==> src/rtl/axis_framer_pkg.sv <==
// axis_framer_pkg
//   Types and helpers shared by the AXI-Stream packet framer and its output
//   register stage.
//   - h_state_e   : hold-register occupancy (EMPTY / HOLD)
//   - clog2_min1  : $clog2 with a floor of 1, so widths never collapse to 0
package axis_framer_pkg;

  typedef enum logic {
    H_EMPTY = 1'b0,
    H_HOLD  = 1'b1
  } h_state_e;

  function automatic int clog2_min1(input int n);
    return (n <= 2) ? 1 : $clog2(n);
  endfunction

endpackage

==> src/rtl/axis_framer_out_reg.sv <==
// axis_framer_out_reg
//   Single-entry AXI-Stream register slice carrying tdata/tid/tdest/tlast.
//   Accepts a new beat whenever it is empty or its current beat drains in
//   the same cycle, so it sustains one beat per cycle.
// Ports:
//   clk, rst_n           clock, asynchronous active-low reset
//   in_valid / in_ready  upstream handshake (in_ready = empty or draining)
//   in_t*                upstream beat fields
//   m_axis_t*            downstream AXI-Stream master
module axis_framer_out_reg #(
  parameter int TDATA_WIDTH = 512,
  parameter int TID_WIDTH   = 2,
  parameter int TDEST_WIDTH = 4
) (
  input  logic                   clk,
  input  logic                   rst_n,
  input  logic                   in_valid,
  output logic                   in_ready,
  input  logic [TDATA_WIDTH-1:0] in_tdata,
  input  logic [TID_WIDTH-1:0]   in_tid,
  input  logic [TDEST_WIDTH-1:0] in_tdest,
  input  logic                   in_tlast,
  output logic                   m_axis_tvalid,
  input  logic                   m_axis_tready,
  output logic [TDATA_WIDTH-1:0] m_axis_tdata,
  output logic [TID_WIDTH-1:0]   m_axis_tid,
  output logic [TDEST_WIDTH-1:0] m_axis_tdest,
  output logic                   m_axis_tlast
);

  logic                   valid_q, valid_d;
  logic [TDATA_WIDTH-1:0] tdata_q, tdata_d;
  logic [TID_WIDTH-1:0]   tid_q,   tid_d;
  logic [TDEST_WIDTH-1:0] tdest_q, tdest_d;
  logic                   tlast_q, tlast_d;

  always_comb begin
    in_ready = !valid_q || m_axis_tready;
    valid_d  = valid_q;
    tdata_d  = tdata_q;
    tid_d    = tid_q;
    tdest_d  = tdest_q;
    tlast_d  = tlast_q;
    if (in_valid && in_ready) begin
      valid_d = 1'b1;
      tdata_d = in_tdata;
      tid_d   = in_tid;
      tdest_d = in_tdest;
      tlast_d = in_tlast;
    end else if (m_axis_tready) begin
      valid_d = 1'b0;
    end
  end

  always_ff @(posedge clk or negedge rst_n) begin
    if (!rst_n) begin
      valid_q <= 1'b0;
      tdata_q <= '0;
      tid_q   <= '0;
      tdest_q <= '0;
      tlast_q <= 1'b0;
    end else begin
      valid_q <= valid_d;
      tdata_q <= tdata_d;
      tid_q   <= tid_d;
      tdest_q <= tdest_d;
      tlast_q <= tlast_d;
    end
  end

  assign m_axis_tvalid = valid_q;
  assign m_axis_tdata  = tdata_q;
  assign m_axis_tid    = tid_q;
  assign m_axis_tdest  = tdest_q;
  assign m_axis_tlast  = tlast_q;

endmodule

==> src/rtl/axis_packet_framer.sv <==
// axis_packet_framer
//   Turns an unframed AXI-Stream beat stream into bounded, single-destination
//   packets for a NoC ring input. Each accepted beat waits in a hold register
//   until its tlast is known: flush, maximum length, a {tid,tdest} change on
//   the following beat, or (optionally) an idle timeout.
//   Optional feature macro: AXIS_PACKET_FRAMER_TIMEOUT_EN enables the idle
//   timeout counter; without it IDLE_TIMEOUT is unused.
// Ports:
//   clk, rst_n    sole clock, asynchronous active-low reset
//   s_axis_*      user beat input (tflush forces tlast on that beat)
//   m_axis_*      framed output toward the NoC axis_in_* port
//
// state   | meaning
// H_EMPTY | hold register has no beat
// H_HOLD  | hold register has a beat whose tlast may still be undecided
module axis_packet_framer
  import axis_framer_pkg::*;
#(
  parameter int TID_WIDTH        = 2,
  parameter int TDEST_WIDTH      = 4,
  parameter int TDATA_WIDTH      = 512,
  parameter int MAX_PACKET_BEATS = 8,
  parameter int IDLE_TIMEOUT     = 16
) (
  input  logic                   clk,
  input  logic                   rst_n,
  input  logic                   s_axis_tvalid,
  output logic                   s_axis_tready,
  input  logic [TDATA_WIDTH-1:0] s_axis_tdata,
  input  logic [TID_WIDTH-1:0]   s_axis_tid,
  input  logic [TDEST_WIDTH-1:0] s_axis_tdest,
  input  logic                   s_axis_tflush,
  output logic                   m_axis_tvalid,
  input  logic                   m_axis_tready,
  output logic [TDATA_WIDTH-1:0] m_axis_tdata,
  output logic                   m_axis_tlast,
  output logic [TID_WIDTH-1:0]   m_axis_tid,
  output logic [TDEST_WIDTH-1:0] m_axis_tdest
);

  localparam int              IDX_W    = clog2_min1(MAX_PACKET_BEATS);
  localparam logic [IDX_W-1:0] LAST_IDX = IDX_W'(MAX_PACKET_BEATS - 1);

  h_state_e               h_state_q, h_state_d;
  logic [TDATA_WIDTH-1:0] h_data_q,  h_data_d;
  logic [TID_WIDTH-1:0]   h_tid_q,   h_tid_d;
  logic [TDEST_WIDTH-1:0] h_tdest_q, h_tdest_d;
  logic [IDX_W-1:0]       h_idx_q,   h_idx_d;
  logic                   h_decided_q, h_decided_d;

  logic             o_ready;
  logic             accept;
  logic             key_change;
  logic             rel_h;
  logic             rel_last;
  logic             timeout_hit;
  logic [IDX_W-1:0] new_idx;

  // Ready does not wait on s_axis_tvalid: with a beat held and O able to
  // load, any arriving beat releases the held one through the new-beat rule,
  // so ready only needs H empty or O loadable.
  always_comb begin
    s_axis_tready = rst_n && ((h_state_q == H_EMPTY) || o_ready);
    accept        = s_axis_tvalid && s_axis_tready;
    key_change    = {s_axis_tid, s_axis_tdest} != {h_tid_q, h_tdest_q};
    rel_h         = (h_state_q == H_HOLD) && o_ready && (h_decided_q || accept);
    // A decided beat always closes its packet, even if the next key matches.
    rel_last      = h_decided_q || key_change;
    new_idx       = ((h_state_q == H_EMPTY) || rel_last) ? '0 : h_idx_q + 1'b1;
  end

  always_comb begin
    h_state_d   = h_state_q;
    h_data_d    = h_data_q;
    h_tid_d     = h_tid_q;
    h_tdest_d   = h_tdest_q;
    h_idx_d     = h_idx_q;
    h_decided_d = h_decided_q;
    if (accept) begin
      h_state_d   = H_HOLD;
      h_data_d    = s_axis_tdata;
      h_tid_d     = s_axis_tid;
      h_tdest_d   = s_axis_tdest;
      h_idx_d     = new_idx;
      h_decided_d = s_axis_tflush || (new_idx == LAST_IDX);
    end else if (rel_h) begin
      h_state_d   = H_EMPTY;
      h_decided_d = 1'b0;
    end else if (timeout_hit) begin
      h_decided_d = 1'b1;
    end
  end

  always_ff @(posedge clk or negedge rst_n) begin
    if (!rst_n) begin
      h_state_q   <= H_EMPTY;
      h_data_q    <= '0;
      h_tid_q     <= '0;
      h_tdest_q   <= '0;
      h_idx_q     <= '0;
      h_decided_q <= 1'b0;
    end else begin
      h_state_q   <= h_state_d;
      h_data_q    <= h_data_d;
      h_tid_q     <= h_tid_d;
      h_tdest_q   <= h_tdest_d;
      h_idx_q     <= h_idx_d;
      h_decided_q <= h_decided_d;
    end
  end

`ifdef AXIS_PACKET_FRAMER_TIMEOUT_EN
  localparam int               CNT_W     = clog2_min1(IDLE_TIMEOUT + 1);
  localparam logic [CNT_W-1:0] CNT_LIMIT = CNT_W'(IDLE_TIMEOUT);

  logic [CNT_W-1:0] idle_cnt_q, idle_cnt_d;

  // An accept on the would-be expiry cycle wins: the held beat leaves via
  // the new-beat rule and the count restarts.
  always_comb begin
    idle_cnt_d  = idle_cnt_q;
    timeout_hit = 1'b0;
    if (accept) begin
      idle_cnt_d = '0;
    end else if ((h_state_q == H_HOLD) && !h_decided_q) begin
      if (idle_cnt_q + 1'b1 == CNT_LIMIT) begin
        timeout_hit = 1'b1;
        idle_cnt_d  = '0;
      end else begin
        idle_cnt_d = idle_cnt_q + 1'b1;
      end
    end
  end

  always_ff @(posedge clk or negedge rst_n) begin
    if (!rst_n) idle_cnt_q <= '0;
    else        idle_cnt_q <= idle_cnt_d;
  end
`else
  logic unused_idle_timeout;
  assign timeout_hit         = 1'b0;
  assign unused_idle_timeout = ^IDLE_TIMEOUT;
`endif

  axis_framer_out_reg #(
    .TDATA_WIDTH (TDATA_WIDTH),
    .TID_WIDTH   (TID_WIDTH),
    .TDEST_WIDTH (TDEST_WIDTH)
  ) u_out_reg (
    .clk           (clk),
    .rst_n         (rst_n),
    .in_valid      (rel_h),
    .in_ready      (o_ready),
    .in_tdata      (h_data_q),
    .in_tid        (h_tid_q),
    .in_tdest      (h_tdest_q),
    .in_tlast      (rel_last),
    .m_axis_tvalid (m_axis_tvalid),
    .m_axis_tready (m_axis_tready),
    .m_axis_tdata  (m_axis_tdata),
    .m_axis_tid    (m_axis_tid),
    .m_axis_tdest  (m_axis_tdest),
    .m_axis_tlast  (m_axis_tlast)
  );

endmodule

==> config.mk <==
export PLATFORM = sky130hd
export DESIGN_NAME = axis_packet_framer
export DESIGN_NICKNAME = d
export VERILOG_FILES = /design/src/rtl/axis_framer_pkg.sv /design/src/rtl/axis_framer_out_reg.sv /design/src/rtl/axis_packet_framer.sv
export SDC_FILE = /design/constraint.sdc
export NUM_CORES = 2
export LEC_CHECK = 0
export BUFFER_PORTS_ARGS = -buffer_cell sky130_fd_sc_hd__buf_4
export CORE_AREA = 3 3 403 405
export CTS_CLUSTER_SIZE = 12
export DETAILED_ROUTE_END_ITERATION = 6
export DIE_AREA = 0 0 406 408
export GPL_TIMING_DRIVEN = 1
export PLACE_DENSITY = 0.54
export REMOVE_ABC_BUFFERS = 1
export SETUP_SLACK_MARGIN = 0.2
export SYNTH_ARGS = -nofsm -noshare
export SYNTH_HDL_FRONTEND = slang
export SYNTH_HIERARCHICAL = 1
export SYNTH_SLANG_ARGS = --single-unit
==> constraint.sdc <==
create_clock -name clk -period 2 [get_ports clk]
set_input_delay 0.4 -clock clk [delete_from_list [all_inputs] [get_ports clk]]
set_output_delay 0.4 -clock clk [all_outputs]
set_load 0.05 [all_outputs]
## Yosys cells after proc, flatten, opt, wreduce, memory -nomap -nowiden

Index checks and enable logic that the tools add are counted.

- Bits in registers: 1,043
- Input port bits: 523
- Output and inout port bits: 521
- Logic and storage cells: 35

- $add $sub $neg: 1
- Eq/ne operators: 2
- Muxes and demuxes: 6
- Bitwise logic cells: 1
- Reductions and logical operators: 14

Operators by type and width:

| cell | number |
|---|---|
| $logic_or 1x1->1 | 6 |
| $ne 6x6->1 | 1 |
| $logic_and 1x1->1 | 5 |
| $mux 1 | 5 |
| $reduce_bool 2->1 | 2 |
| $add 3x1->3 const B | 1 |
| $eq 3x3->1 const B | 1 |
| $mux 3 | 1 |
| $logic_not 1->1 | 1 |
| $not 1->1 | 1 |

## Longest topological paths before layout

- Depth after elaboration: 9
- Depth in mapped cells: 10

## Hierarchy

The synthesis kept the hierarchy.

Modules (own cells, without submodules):

| module | times used | cells an instance | area an instance (um^2) | sequential area each (um^2) |
|---|---|---|---|---|
| axis_packet_framer | 1 | 2,229 | 20,119.3 | 13,087.6 |
| axis_framer_out_reg | 1 | 1,099 | 19,658.9 | 13,012.5 |

## Least setup slack after synthesis

No wires, ideal clock.

- Kind: flip-flop to flip-flop
- Start: register u_out_reg.valid_q, in the netlist u_out_reg/m_axis_tvalid
- End: register u_out_reg.tdata_q[0], in the netlist u_out_reg/m_axis_tdata[0]
- Setup time: 0.125 ns
- Arrival: 2.292 ns
- Required time: 1.875 ns
- Path slack: -0.416 ns
- Cell stages (with the launch flop): 11
- Path buffers: 5
- Clock period less this slack: 2.416 ns
- Cell sequence: dfrtp_1 nand2b_4 o211ai_2 buf_4 buf_4 buf_2 a21oi_1 nand2_4 buf_6 clkbuf_8 mux2_2

- Cells in the longest elaborated chain, start to end: 8
- Elaborated cells on any way between the ends: 9

RTL lines:

| item | RTL line | source |
|---|---|---|
| from (decl) | axis_framer_out_reg.sv:31 | `logic valid_q, valid_d;` |
| from (signal assigned) | axis_framer_out_reg.sv:63 | `valid_q <= valid_d;` |
| $logic_not 1->1 (*) | axis_framer_out_reg.sv:38 | `in_ready = !valid_q \|\| m_axis_tready;` |
| $logic_or 1x1->1 (*) | axis_framer_out_reg.sv:38 |  |
| via o_ready | axis_packet_framer.sv:51 | `logic o_ready;` |
| $logic_or 1x1->1 | axis_packet_framer.sv:63 | `s_axis_tready = rst_n && ((h_state_q == H_EMPTY) \|\| o_ready);` |
| $logic_and 1x1->1 | axis_packet_framer.sv:63 |  |
| $logic_and 1x1->1 | axis_packet_framer.sv:64 | `accept = s_axis_tvalid && s_axis_tready;` |
| $logic_or 1x1->1 | axis_packet_framer.sv:66 | `rel_h = (h_state_q == H_HOLD) && o_ready && (h_decided_q \|\| accept);` |
| $logic_and 1x1->1 (*) | axis_packet_framer.sv:66 |  |
| via rel_h | axis_packet_framer.sv:54 | `logic rel_h;` |
| $logic_and 1x1->1 (*) | axis_framer_out_reg.sv:44 | `if (in_valid && in_ready) begin` |
| to (signal assigned) | axis_framer_out_reg.sv:64 | `tdata_q <= tdata_d;` |
| to (decl) | axis_framer_out_reg.sv:32 | `logic [TDATA_WIDTH-1:0] tdata_q, tdata_d;` |

The timed path passes the listed nets; every way through them passes the cells marked *.
A chain may end at the register's enable or synchronous reset.

## Worst setup path after layout

- Start: register u_out_reg.valid_q, in the netlist u_out_reg/m_axis_tvalid
- End: register u_out_reg.tdata_q[308], in the netlist u_out_reg/m_axis_tdata[308]

Same word-level chain as after synthesis.

==> impl_metrics.csv <==
group,metric,value,unit
routing,postRouteAntennaNets,0,
die,core_area,159000,um2
final_layout,fill_cells,15200,
die,chipWidth,406,um
placed_design,io_buffers,1043,
timing,hold-worst-slack,121,ps
routing,drtIter0Drc,1991,
routing,wl,142,mm
global_routing,antenna_found_initial,12,
run,max_cap_violations,0,
logic_synthesis,netlist_area,39800,um2
worst_setup_path,cp.arrival,2700,ps
routing,viasPerCell,4.19,
die,ios,1044,
placed_design,gp_congestion,0.834,
clock_network,worst_skew_pair.late_latency,710,ps
global_routing,grt_first_pass_wirelength,201,mm
placed_design,place_ws,-279,ps
global_routing,grt_usage,15.9,%
clock_network,clkTransAtPathRegs,60,ps
logic_synthesis,synth-simple-area-share,15.0,%
clock_network,ctsRootBufferMaster,"clkbuf_16",
routing,vias,30200,
logic_synthesis,ys_seq_area_share,65.6,%
timing,setup_ws,-130,ps
clock_network,clkSinkCount,1043,
worst_setup_path,cp_max_fo,8,
global_routing,grt_max_degree,163,
final_layout,area_growth,55.1,%
routing,drcViolationCount,0,
timing,finalHoldViolCount,0,
worst_setup_path,end_kind,"register",
logic_synthesis,yosys_register_bits,1043,
outcome,outcome,"complete, but fails checks",
worst_setup_path,critical_path_class,"reg -> reg",
final_layout,fin_cells,7219,
die,dieArea,166000,um2
logic_synthesis,synth_top_family_by_area,"simple AND/OR/NAND/NOR gates",
placed_design,placedCellCount,6394,
logic_synthesis,synth_compound_area_share,0.195,%
timing,worst_pin_slew,963,ps
routing,firstDrtPassIters,5,
routing,wire_per_inst,19.7,um
logic_synthesis,synth.distinct_cells,32,
global_routing,first_global_vias,32000,
placed_design,hpwl,95.0,mm
timing,min_period,2130,ps
global_routing,overflow,0,
timing,setup_violations,370,
die,num_rows,146,
timing,fin_crit_sh,106,%
logic_synthesis,avgSynthCellArea,12.0,um2
timing,rsz0062_at_grt,"true",
clock_network,h-tree-depth,3,
hold_path,hold_path_class,"in -> reg",
die,initial_core_util,25.1,%
timing,skew,26.3,ps
timing,drv_slew,0,
worst_setup_path,rr_worst_depth,9,
die,dieHeight,408,um
timing,fmax,470,MHz
logic_synthesis,synth_adder_area_share,0.0315,%
logic_synthesis,yosys_warnings,6,
timing,slew_headroom,35.8,%
power_and_ir_drop,power.leakage,0.0317,uW
logic_synthesis,synth_xor_area_share,0.110,%
clock_network,cts_buffers,113,
final_layout,fin_nets,5578,
clock_network,cts-root-to-sink-buffers,3,
logic_synthesis,synthCells,3328,
timing,setup_tns,-18890,ps
hold_path,holdPathStages,4,
final_layout,final_core_util,38.9,%
power_and_ir_drop,vdd_drop_max,1.31,mV
clock_network,cts_tree,"done",
worst_setup_path,critical_path_required,2570,ps
outcome,violations,"setup timing",
power_and_ir_drop,power-per-cell-area,1600,nW/um2
logic_synthesis,synth.area.mux_share,14.7,%
final_layout,drive_above_1_share,38.1,%
worst_setup_path,start_kind,"register",
## sequential cells by signal (all words and copies together) (netlist names)
signal	cells
h_data_q	512
u_out_reg/m_axis_tdata	512
h_tdest_q	4
u_out_reg/m_axis_tdest	4
h_idx_q	3
h_tid_q	2
u_out_reg/m_axis_tid	2
h_decided_q	1
h_state_q	1
u_out_reg/m_axis_tlast	1
u_out_reg/m_axis_tvalid	1
## cells in the mapped netlist
cell type | count | area [um2]
buf_4 | 5 | 37.5
nor4_2 | 1 | 12.5
o21ai_1 | 2 | 10.0
buf_8 | 10 | 150
mux2_2 | 519 | 5840
inv_2 | 1 | 3.75
nand3_1 | 2 | 10.0
inv_1 | 4 | 15.0
nand2_1 | 1559 | 5850
a221o_1 | 1 | 10.0
a21oi_1 | 2 | 10.0
and3_1 | 1 | 6.26
a21boi_2 | 1 | 11.3
nand4b_1 | 1 | 8.76
o221ai_1 | 1 | 8.76
buf_12 | 1 | 20.0
ha_1 | 1 | 12.5
buf_2 | 42 | 210
clkbuf_1 | 15 | 56.3
clkbuf_8 | 51 | 702
xor2_1 | 1 | 8.76
xnor2_1 | 4 | 35.0
o211ai_2 | 1 | 12.5
nand2b_4 | 1 | 13.8
o21ai_0 | 3 | 15.0
buf_6 | 49 | 552
and2_1 | 1 | 6.26
nand2_4 | 1 | 11.3
or2b_1 | 1 | 7.51
nand3b_1 | 2 | 15.0
dfrtp_1 | 1043 | 26100
or4b_1 | 1 | 10.0
## stage by stage
step | total power (uW) | area, um2
floorplan | 59500 | 38100
global placement | 73000 | 50000
detailed placement | 73500 | 50000
CTS | 97300 | 60000
global route | 103000 | 61700
finish | 98700 | 61700
## critical path, cell delays in order (launching register included)
cell and delay [ps]:
dfrtp_1 410, nand2b_4 100, buf_6 110, o211ai_4 80, a21oi_4 220, nand2_8 120
buf_16 180, clkbuf_16 220, clkbuf_16 190, mux2_4 300
## power breakdown
part           internal (uW)  switching, uW  leakage, uW
Clock                  12000           8690      0.00179
Sequential             28500           4360       0.0129
Combinational          17100          28000       0.0169
Total                  57600          41100       0.0317
## area by class of cell
class	count	area (um2)	area share (%)
tap	2072	2590	4.20
clock inverter	32	387	0.627
sequential	1043	26100	42.3
antenna	8	20.0	0.0325
timing repair buffer	1784	16800	27.2
inverter	5	21.3	0.0345
clock buffer	168	3250	5.28
multi-input combinational	2107	12500	20.3
## per-layer routing
| metal | part of all wire (%) | GRT usage [%] | up-vias |
|---|---|---|---|
| li1 | - | - | 14100 |
| met1 | 41 | 19.1 | 15000 |
| met2 | 48 | 26.8 | 878 |
| met3 | 6.9 | 4.85 | 235 |
| met4 | 3.5 | 5.62 | 0 |
| met5 | 0 | 0 | - |
## final timing paths
check | from | to | slack [ps]
setup / recovery | u_out_reg/m_axis_tvalid$_DFFE_PN0P_ | u_out_reg/m_axis_tdata[308]$_DFFE_PN0P_ | -130
hold / removal | s_axis_tdata[488] | h_data_q[488]$_DFFE_PN0P_ | 120
setup reg to reg | u_out_reg/m_axis_tvalid$_DFFE_PN0P_ | u_out_reg/m_axis_tdata[308]$_DFFE_PN0P_ | -130
hold reg to reg | h_data_q[106]$_DFFE_PN0P_ | h_data_q[106]$_DFFE_PN0P_ | 460
min in group asynchronous | rst_n | h_data_q[379]$_DFFE_PN0P_ | 570
max in group asynchronous | rst_n | h_data_q[39]$_DFFE_PN0P_ | 240
## layout by cell type, fill, tap and decap left out, types with 6 or more instances in the layout
cell / netlist / final
buf_4: 5 / 1113
buf_12: 1 / 47
buf_6: 49 / 16
dlygate4sd3_1: 0 / 520
clkinv_2: 0 / 17
mux2_4: 0 / 146
diode_2: 0 / 8
clkbuf_8: 51 / 22
nand2_1: 1559 / 1558
clkbuf_1: 15 / 33
dfrtp_1: 1043 / 1043
clkbuf_16: 0 / 140
buf_8: 10 / 20
buf_16: 0 / 41
mux2_2: 519 / 373
bufinv_16: 0 / 6
## what timing repair did
item,in CTS,in global routing
setup buffers,26,17
pin swaps,4,3
gates cloned,19,35
gates resized for setup,91,177
hold buffers,520,0
setup endpoints to repair,925,1127
endpoints found under the hold margin,601,0
## logic make-up after synthesis
logic type	Yosys count
adders and majority gates	1
DFF	1043
and+or+nand+nor	1571
buffers and inverters	178
muxes	519
AOI/OAI and AO/OA	11
xor gates and xnor gates	5
(Power assumes the default switching activity.)
